### src/rtl/psum_xchg_fifo_if.sv
// Bus bundle between the local sum path (master side drives pushes/pops) and the exchange FIFO.
// Strobes only: in_wr/out_rd are single-cycle requests sampled at posedge, with no backpressure;
// the producer watches full/out_ready, and a refused request only raises the sticky error flags.
interface psum_xchg_fifo_if #(
  parameter int width = 160
);
  logic             in_wr;
  logic [width-1:0] in_data;
  logic             out_rd;
  logic [width-1:0] out_data;
  logic             out_ready;
  logic             full;
  logic             empty;
  logic             overflow;
  logic             underflow;

  modport master (
    output in_wr, in_data, out_rd,
    input  out_data, out_ready, full, empty, overflow, underflow
  );

  modport slave (
    input  in_wr, in_data, out_rd,
    output out_data, out_ready, full, empty, overflow, underflow
  );
endinterface

### src/rtl/psum_xchg_fifo.sv
// Circular FIFO carrying partial-sum vectors to the peer core, with a batch FSM that
// flags when a full batch of total_cycle vectors is resident.
module psum_xchg_fifo #(
  parameter int bw          = 8,
  parameter int bw_psum     = 2*bw+4,
  parameter int col         = 8,
  parameter int total_cycle = 8,
  parameter int depth       = 16
) (
  input  logic                       clk,
  input  logic                       reset,
  psum_xchg_fifo_if.slave            bus,
  output logic [1:0]                 dbg_state,
  output logic [$clog2(depth):0]     dbg_cnt
);
  localparam int W   = bw_psum*col;
  localparam int AW  = $clog2(depth);
  localparam int CW  = AW+1;
  localparam int BCW = $clog2(total_cycle+1);

  typedef enum logic [1:0] {IDLE = 2'd0, ARMED = 2'd1, DRAIN = 2'd2} state_t;

  logic [W-1:0]   mem [depth];
  logic [AW-1:0]  wp_q, wp_d, rp_q, rp_d;
  logic [CW-1:0]  cnt_q, cnt_d;
  logic [BCW-1:0] bcnt_q, bcnt_d;
  state_t         state_q, state_d;
  logic [W-1:0]   out_data_q, out_data_d;
  logic           out_ready_q, out_ready_d;
  logic           ovf_q, ovf_d, unf_q, unf_d;
  logic           pop_acc, push_acc;

  // A pop frees a slot in the same cycle, so a push at full is still accepted alongside it.
  assign pop_acc  = bus.out_rd && (cnt_q != '0);
  assign push_acc = bus.in_wr && ((cnt_q != CW'(depth)) || pop_acc);

  always_comb begin
    wp_d       = wp_q;
    rp_d       = rp_q;
    cnt_d      = cnt_q + CW'(push_acc) - CW'(pop_acc);
    out_data_d = out_data_q;
    ovf_d      = ovf_q || (bus.in_wr && !push_acc);
    unf_d      = unf_q || (bus.out_rd && !pop_acc);
    if (push_acc) wp_d = wp_q + AW'(1);
    if (pop_acc) begin
      rp_d       = rp_q + AW'(1);
      out_data_d = mem[rp_q];
    end
  end

  // DRAIN counts pops of the current batch only and never looks at occupancy.
  always_comb begin
    state_d     = state_q;
    bcnt_d      = bcnt_q;
    out_ready_d = (state_q == ARMED);
    case (state_q)
      IDLE: begin
        if (cnt_d >= CW'(total_cycle)) state_d = ARMED;
      end
      ARMED: begin
        if (pop_acc) begin
          if (total_cycle == 1) begin
            state_d = IDLE;
          end else begin
            state_d = DRAIN;
            bcnt_d  = BCW'(1);
          end
        end
      end
      DRAIN: begin
        if (pop_acc) begin
          if (bcnt_q + BCW'(1) == BCW'(total_cycle)) begin
            state_d = IDLE;
            bcnt_d  = '0;
          end else begin
            bcnt_d  = bcnt_q + BCW'(1);
          end
        end
      end
      default: state_d = IDLE;
    endcase
  end

  always_ff @(posedge clk) begin
    if (!reset) begin
      wp_q        <= '0;
      rp_q        <= '0;
      cnt_q       <= '0;
      bcnt_q      <= '0;
      state_q     <= IDLE;
      out_data_q  <= '0;
      out_ready_q <= 1'b0;
      ovf_q       <= 1'b0;
      unf_q       <= 1'b0;
    end else begin
      wp_q        <= wp_d;
      rp_q        <= rp_d;
      cnt_q       <= cnt_d;
      bcnt_q      <= bcnt_d;
      state_q     <= state_d;
      out_data_q  <= out_data_d;
      out_ready_q <= out_ready_d;
      ovf_q       <= ovf_d;
      unf_q       <= unf_d;
    end
  end

  // Storage is left uncleared by reset; only the pointers define what is valid.
  always_ff @(posedge clk) begin
    if (reset && push_acc) mem[wp_q] <= bus.in_data;
  end

  assign bus.out_data  = out_data_q;
  assign bus.out_ready = out_ready_q;
  assign bus.full      = (cnt_q == CW'(depth));
  assign bus.empty     = (cnt_q == '0);
  assign bus.overflow  = ovf_q;
  assign bus.underflow = unf_q;
  assign dbg_state     = state_q;
  assign dbg_cnt       = cnt_q;
endmodule

### src/flat_wrapper.sv
// flat-port wrapper written by rule: the top's interface ports become plain ports
module psum_xchg_fifo_flat 
#(
  parameter int bw          = 8,
  parameter int bw_psum     = 2*bw+4,
  parameter int col         = 8,
  parameter int total_cycle = 8,
  parameter int depth       = 16
)
  (clk, reset, dbg_state, dbg_cnt, bus_in_wr, bus_in_data, bus_out_rd, bus_out_data, bus_out_ready, bus_full, bus_empty, bus_overflow, bus_underflow);
  psum_xchg_fifo_if bus_i ();
  input  logic clk;
  input  logic reset;
  output logic [1:0] dbg_state;
  output logic [$clog2(depth):0] dbg_cnt;
  input wire logic [$bits(bus_i.in_wr)-1:0] bus_in_wr;
  input wire logic [$bits(bus_i.in_data)-1:0] bus_in_data;
  input wire logic [$bits(bus_i.out_rd)-1:0] bus_out_rd;
  output wire logic [$bits(bus_i.out_data)-1:0] bus_out_data;
  output wire logic [$bits(bus_i.out_ready)-1:0] bus_out_ready;
  output wire logic [$bits(bus_i.full)-1:0] bus_full;
  output wire logic [$bits(bus_i.empty)-1:0] bus_empty;
  output wire logic [$bits(bus_i.overflow)-1:0] bus_overflow;
  output wire logic [$bits(bus_i.underflow)-1:0] bus_underflow;
  assign bus_i.in_wr = bus_in_wr;
  assign bus_i.in_data = bus_in_data;
  assign bus_i.out_rd = bus_out_rd;
  assign bus_out_data = bus_i.out_data;
  assign bus_out_ready = bus_i.out_ready;
  assign bus_full = bus_i.full;
  assign bus_empty = bus_i.empty;
  assign bus_overflow = bus_i.overflow;
  assign bus_underflow = bus_i.underflow;
  psum_xchg_fifo #(.bw(bw), .bw_psum(bw_psum), .col(col), .total_cycle(total_cycle), .depth(depth)) u_core (.clk(clk), .reset(reset), .bus(bus_i), .dbg_state(dbg_state), .dbg_cnt(dbg_cnt));
endmodule
### config.mk
export PLATFORM = sky130hd
export DESIGN_NAME = psum_xchg_fifo_flat
export DESIGN_NICKNAME = d
export VERILOG_FILES = /design/src/rtl/psum_xchg_fifo_if.sv /design/src/rtl/psum_xchg_fifo.sv /design/src/flat_wrapper.sv
export SDC_FILE = /design/constraint.sdc
export NUM_CORES = 2
export LEC_CHECK = 0
export ABC_AREA = 0
export BUFFER_PORTS_ARGS = -buffer_cell sky130_fd_sc_hd__buf_2
export CAP_MARGIN = 20
export CORE_MARGIN = 2
export CORE_UTILIZATION = 40
export CTS_CLUSTER_SIZE = 24
export DETAILED_ROUTE_END_ITERATION = 6
export PLACE_DENSITY = 0.67
export SETUP_SLACK_MARGIN = 0.2
export SLEW_MARGIN = 10
export SYNTH_ARGS = -nofsm -noshare
export SYNTH_HDL_FRONTEND = slang
export SYNTH_SLANG_ARGS = --single-unit
### constraint.sdc
create_clock -name clk -period 8.75 [get_ports clk]
set_input_delay 0.4375 -clock clk [delete_from_list [all_inputs] [get_ports clk]]
set_output_delay 0.4375 -clock clk [all_outputs]
set_load 0.1 [all_outputs]
# ---- Yosys cells after proc, flatten, opt, wreduce, memory -nomap -nowiden
# Memories as Yosys holds them, arrays and structs flattened. A register that Yosys moved wholly into a read port is not among the register bits.
# Index checks and enable logic that the tools add are counted.
# W data, S select, Z words.
dict set report word_totals {
  regBits 22
  latchBits 0
  mem_bits_rw 2560
  mem_bits_ro 0
  inputBits 164
  output_inout_bits 172
  word_cells 52
  memories 1
}
# memory words width read_ports rd_clocked_by_memory_dff write_ports line_no
set memory_table {}
lappend memory_table {u_core.mem 16 160 1 1 1 psum_xchg_fifo.sv:23} ;# logic [W-1:0] mem [depth];
dict set report op_classes {
  n_addsub 5
  n_mul 0
  div_mod_pow 0
  order_cmp 1
  n_eq_ne 9
  shift 0
  n_mux 11
  bitwise_logic 0
  n_reduce_logical 17
}
# cell n
set op_table {}
lappend op_table {{$add A4 B1 Y4 const B} 3}
lappend op_table {{$mux W4} 3}
lappend op_table {{$mux W2} 4}
lappend op_table {{$pmux W4 S2} 1}
lappend op_table {{$ne A2 B1 Y1 const B} 3}
lappend op_table {{$pmux W2 S3} 1}
lappend op_table {{$add A5 B1 Y5} 1}
lappend op_table {{$eq A5 B5 Y1 const B} 1}
lappend op_table {{$ge A5 B4 Y1 const B} 1}
lappend op_table {{$logic_and A1 B1 Y1} 5}
lappend op_table {{$logic_not A5 Y1} 1}
lappend op_table {{$ne A5 B5 Y1 const B} 1}
lappend op_table {{$reduce_bool A5 Y1} 1}
lappend op_table {{$sub A5 B1 Y5} 1}
lappend op_table {{$eq A4 B4 Y1 const B} 1}
lappend op_table {{$reduce_and A4 Y1} 1}
lappend op_table {{$logic_not A1 Y1} 3}
lappend op_table {{$logic_or A1 B1 Y1} 3}
lappend op_table {{$reduce_and A3 Y1} 1}
lappend op_table {{$eq A2 B1 Y1 const B} 1}
lappend op_table {{$eq A2 B2 Y1 const B} 1}
lappend op_table {{$logic_not A2 Y1} 1}
lappend op_table {{$mux W1} 2}
lappend op_table {{$ne A2 B2 Y1 const B} 1}
lappend op_table {{$reduce_bool A2 Y1} 1}

# ---- Longest topological paths before layout
dict set report logic_depth {
  word_depth 9
  mapped_depth 15
  depth_no_buf 13
}

# ---- Worst setup path after synthesis
# OpenSTA, ideal clock, no wires.
dict set report synth_path {
  kind {register -> register}
  startpoint {reg u_core.cnt_q[2] (netlist: u_core.dbg_cnt[2])}
  endpoint {mem u_core.mem[7][0] (netlist bit) (enable)}
  setup_ns 0.683
  arrival_time_ns 8.719
  t_required_ns 8.067
  path_slack_ns -0.652
  stages_incl_launch_ff 8
  path_buffers 1
  path_cell_list {dfxtp_1 > inv_1 > ha_1 > nand4bb_1 > o21a_1 > clkbuf_1 > nand2_1 > nor2_1}
}
dict set report synth_between {
  elab_chain_len 7
  word_cells_on_any_way 8
  classes_between {eq/ne: 1; mux: 2; reduce/logical: 5}
}
# element line_no
set synth_lines {}
lappend synth_lines {{start: declaration} psum_xchg_fifo.sv:25} ;# logic [CW-1:0] cnt_q, cnt_d;
lappend synth_lines {{start signal: assignment} psum_xchg_fifo.sv:98} ;# cnt_q <= cnt_d;
lappend synth_lines {{$reduce_bool A5 Y1} psum_xchg_fifo.sv:34} ;# assign pop_acc = bus.out_rd && (cnt_q != '0);
lappend synth_lines {{$logic_and A1 B1 Y1} psum_xchg_fifo.sv:34}
lappend synth_lines {{$logic_or A1 B1 Y1 *} psum_xchg_fifo.sv:35} ;# assign push_acc = bus.in_wr && ((cnt_q != CW'(depth)) || pop_acc);
lappend synth_lines {{$logic_and A1 B1 Y1 *} psum_xchg_fifo.sv:35}
lappend synth_lines {{$logic_and A1 B1 Y1 *} psum_xchg_fifo.sv:110} ;# if (reset && push_acc) mem[wp_q] <= bus.in_data;
lappend synth_lines {{$mux W1 *} psum_xchg_fifo.sv:110}
lappend synth_lines {{$mux W1 (implied by the code) *} psum_xchg_fifo.sv:110}
lappend synth_lines {{end: declaration} psum_xchg_fifo.sv:23}
# Every way passes the cells marked *; elsewhere a longest branch is shown, timed or not.

# ---- Worst setup path after layout
dict set report layout_path {
  startpoint {reg u_core.cnt_q[2] (netlist: u_core.dbg_cnt[2])}
  endpoint {reg u_core.out_data_q[46] (netlist: u_core.bus.out_data[46]) (read register of u_core.mem)}
}
dict set report layout_between {
  elab_chain_len 2
}
# element line_no
set layout_lines {}
lappend layout_lines {{$reduce_bool A5 Y1} psum_xchg_fifo.sv:34}
lappend layout_lines {{$logic_and A1 B1 Y1} psum_xchg_fifo.sv:34}
lappend layout_lines {{end: declaration} psum_xchg_fifo.sv:28} ;# logic [W-1:0] out_data_q, out_data_d;
# No other way between the ends.
# A chain may end at the register's enable or synchronous reset.

==> flow_metrics.py <==
metrics = {
    "outcome": {
        "status": "completed",
    },
    "pwr": {
        "powerDensity_nw_per_um2": 285,
        "p_leak_nw": 38.2,
        "max-vdd-ir-drop_mv": 0.260,
        "total_power_mw": 34.0,
    },
    "logic_synthesis": {
        "synth_async_sr_flop_share": 0,
        "seq_area_frac_synth": 0.786,
        "yosysUniqueCellTypes": 46,
        "ys.flop_type": "edfxtp_1",
        "post-synth-top-area-cell": "edfxtp_1",
        "ys_warn_count": 0,
        "synth_area_sq_um": 102000,
        "synth_nets": 4582,
        "synth_top_area_frac": 0.751,
        "synth_edf_count": 2560,
        "syn_avg_cell_area_sq_um": 23.3,
        "syn_inst": 4401,
        "yosys-top-cells-area": "edfxtp_1 (75%), mux4_2 (14%), dfxtp_1 (3.6%)",
        "synth-seq-cells": 2742,
    },
    "timing": {
        "fmax_mhz": 265,
        "hold_viol_final": 0,
        "worst_pin_slew_ns": 1.17,
        "finClkSkew_ns": 0.102,
        "fin_crit_ns": 3.78,
        "rsz0062_at_grt": "no",
        "setup_viol": 0,
        "report.final.slew_viol_count": 0,
        "relSlewSlack": 0.217,
        "fin_crit_sh": 0.432,
        "holdWs_ns": 0.416,
    },
    "route": {
        "vias": 48283,
        "ant_nets": 0,
        "dr.first_iter.drc_count": 4573,
        "viasPerCell": 5.58,
        "drt-total-wl_um": 237000,
        "first_pass_iters": 5,
        "wl_per_cell_um": 27.4,
        "route.detailed.drc": 0,
    },
    "flow_run": {
        "max_cap_viol_count": 0,
    },
    "placed_design": {
        "dp_hpwl_um": 113000,
        "place.gp.congestion": 0.703,
        "io_buffers": 335,
    },
    "cts": {
        "cts_sinks": 2742,
        "clk_path_buf_depth": 4,
        "clk_latency_ns": 0.95,
        "clockRootBuffer": "clkbuf_16",
        "cts_tree": "done",
        "numCtsBuffers": 302,
        "clkTransAtPathRegs_ns": 0.06,
        "htreeDepth": 5,
    },
    "worst_setup_path": {
        "arrival_ns": 4.56,
        "r2r_slack_ns": 4.97,
        "rr_startpoint": "u_core.dbg_cnt[2]",
        "path_class": "register to register",
        "cp-end-kind": "register",
        "reg2regPathDepth": 10,
        "worstPathRequired_ns": 9.53,
        "crit_fanout": 50,
        "startpoint_type": "register",
        "rr_endpoint": "u_core.bus.out_data[46]",
    },
    "global_route": {
        "overflow": 0,
        "grt_start_max_net_pins": 154,
        "grt_pass1_vias": 49570,
        "antenna_found_initial": 47,
        "grt_pass1_wl_um": 342000,
        "track_usage": 0.180,
    },
    "layout": {
        "final-seq-area_sq_um": 80500,
        "final_core_util": 0.470,
        "layout_commonest_cell": "edfxtp_1",
        "final_cell_mix": "edfxtp_1 (2560), mux4_2 (640), buf_2 (335), mux2i_1 (316), clkbuf_16 (309)",
        "drive_above_1_share": 0.286,
        "syn_to_final_growth_pct": 16.8,
        "fill_cells": 20485,
        "fin_nets": 5231,
        "multi_input_area_sq_um": 20900,
    },
    "floorplan": {
        "start_util": 0.403,
        "std_cell_rows": 185,
        "die_h_um": 510,
        "fp.dieW_um": 510,
        "fp.coreArea_sq_um": 254000,
        "io_pins": 336,
        "die_area_sq_um": 260000,
    },
    "min_path": {
        "hold_class": "input pin to register",
        "min_to": "u_core.mem[0][145]",
        "hold_path_depth": 2,
        "hp-start": "bus_in_data[145]",
    },
}
how the worst max path moves through the flow:
stage | cells after the start | start | end
floorplan | 7 | u_core.dbg_cnt[2] | u_core.mem[7][0]
global placement | 6 | u_core.rp_q[0] | u_core.bus.out_data[94]
detailed placement | 6 | u_core.rp_q[0] | u_core.bus.out_data[94]
CTS | 8 | u_core.dbg_cnt[2] | u_core.mem[5][84]
global route | 14 | u_core.dbg_cnt[2] | u_core.dbg_state[0]
finish | 10 | u_core.dbg_cnt[2] | u_core.bus.out_data[46]
Yosys cell counts, types with 2 or more instances:
| cell | n |
|---|---|
| nor2_1 | 23 |
| a21o_1 | 157 |
| nor2b_1 | 6 |
| o21ai_0 | 9 |
| a211oi_1 | 3 |
| nand3b_1 | 6 |
| buf_1 | 44 |
| nand3_1 | 3 |
| a22oi_1 | 3 |
| mux2i_1 | 316 |
| buf_6 | 6 |
| xor2_1 | 2 |
| o21a_1 | 4 |
| ha_1 | 16 |
| edfxtp_1 | 2560 |
| nor3b_1 | 2 |
| a31oi_1 | 4 |
| a21boi_0 | 3 |
| clkbuf_1 | 78 |
| dfxtp_1 | 182 |
| buf_4 | 17 |
| nand2_1 | 11 |
| buf_2 | 92 |
| and3_1 | 2 |
| o22ai_1 | 157 |
| mux2_2 | 3 |
| a221oi_1 | 2 |
| nand4_1 | 3 |
| xnor2_1 | 7 |
| inv_1 | 14 |
| a21oi_1 | 3 |
| mux4_2 | 640 |
| and2_1 | 10 |
report_power, final:
| group | switching, mW | internal (mW) | total (mW) |
|---|---|---|---|
| clock network | 4.98 | 7.39 | 12.4 |
| registers | 0.300 | 14.7 | 15.0 |
| logic | 4.08 | 2.58 | 6.65 |
| total | 9.36 | 24.7 | 34.0 |
worst max-delay path, stage by stage (launching register included):
cell and delay, ns:
dfxtp_1 0.33, inv_1 0.09, ha_1 0.18, nor4b_2 0.34, nor2b_2 0.07, buf_4 0.22
nand3b_1 0.14, buf_4 0.80, buf_4 0.86, o22ai_1 0.32, a21o_1 0.22
layout make-up:
class,count,area share
Sequential cell,2742,0.673
Clock inverter,130,0.0115
Tap cell,3366,0.0352
Multi-Input combinational cell,1408,0.174
Timing Repair Buffer,582,0.0357
Clock buffer,403,0.0695
Antenna cell,10,0.000209
Inverter,14,0.000439
stage by stage:
stage / std cells / TNS, ns / worst slack [ns] / area, sq um
final: 8655 / 0 / 4.97 / 120000
after global routing: 8651 / 0 / 4.68 / 120000
after CTS: 8645 / 0 / 4.89 / 120000
after detailed placement: 7947 / 0 / 4.97 / 108000
after global placement: 7947 / 0 / 5.00 / 108000
after floorplan: 4401 / -1563.95 / -0.652 / 102000
cells by family after synthesis:
| kind of cell | Yosys count | share of synthesized area |
|---|---|---|
| adder cells (fa/ha/maj) | 17 | 0.00215 |
| AND/OR/NAND/NOR | 74 | 0.00401 |
| AO/OA/AOI/OAI | 349 | 0.0234 |
| XOR/XNOR | 9 | 0.000770 |
| multiplexers | 959 | 0.172 |
| buffers and inverters | 251 | 0.0114 |
| flip-flops | 2742 | 0.786 |
layer usage:
layer / global-route usage / vias to the layer above / part of all wire
met5: 0 / - / 0.0014
met4: 0.0445 / 50 / 0.022
met3: 0.0400 / 426 / 0.074
met2: 0.296 / 1751 / 0.49
met1: 0.244 / 26033 / 0.41
li1: - / 20023 / -
timing repair:
action | 4_1_cts | 5_1_grt
hold buffers | 165 | 0
setup buffers | 0 | 0
gates resized for setup | 0 | 0
hold endpoints to repair | 2577 | 0
flip-flops by register name, indices dropped and copies added (netlist names):
name	count
u_core.bus.out_data	160
u_core.wp_q	4
u_core.dbg_cnt	5
u_core.bcnt_q	4
u_core.mem	2560
u_core.bus.overflow	1
u_core.bus.underflow	1
u_core.bus.out_ready	1
u_core.dbg_state	2
u_core.rp_q	4
Power figures use the tool's default switching activity.
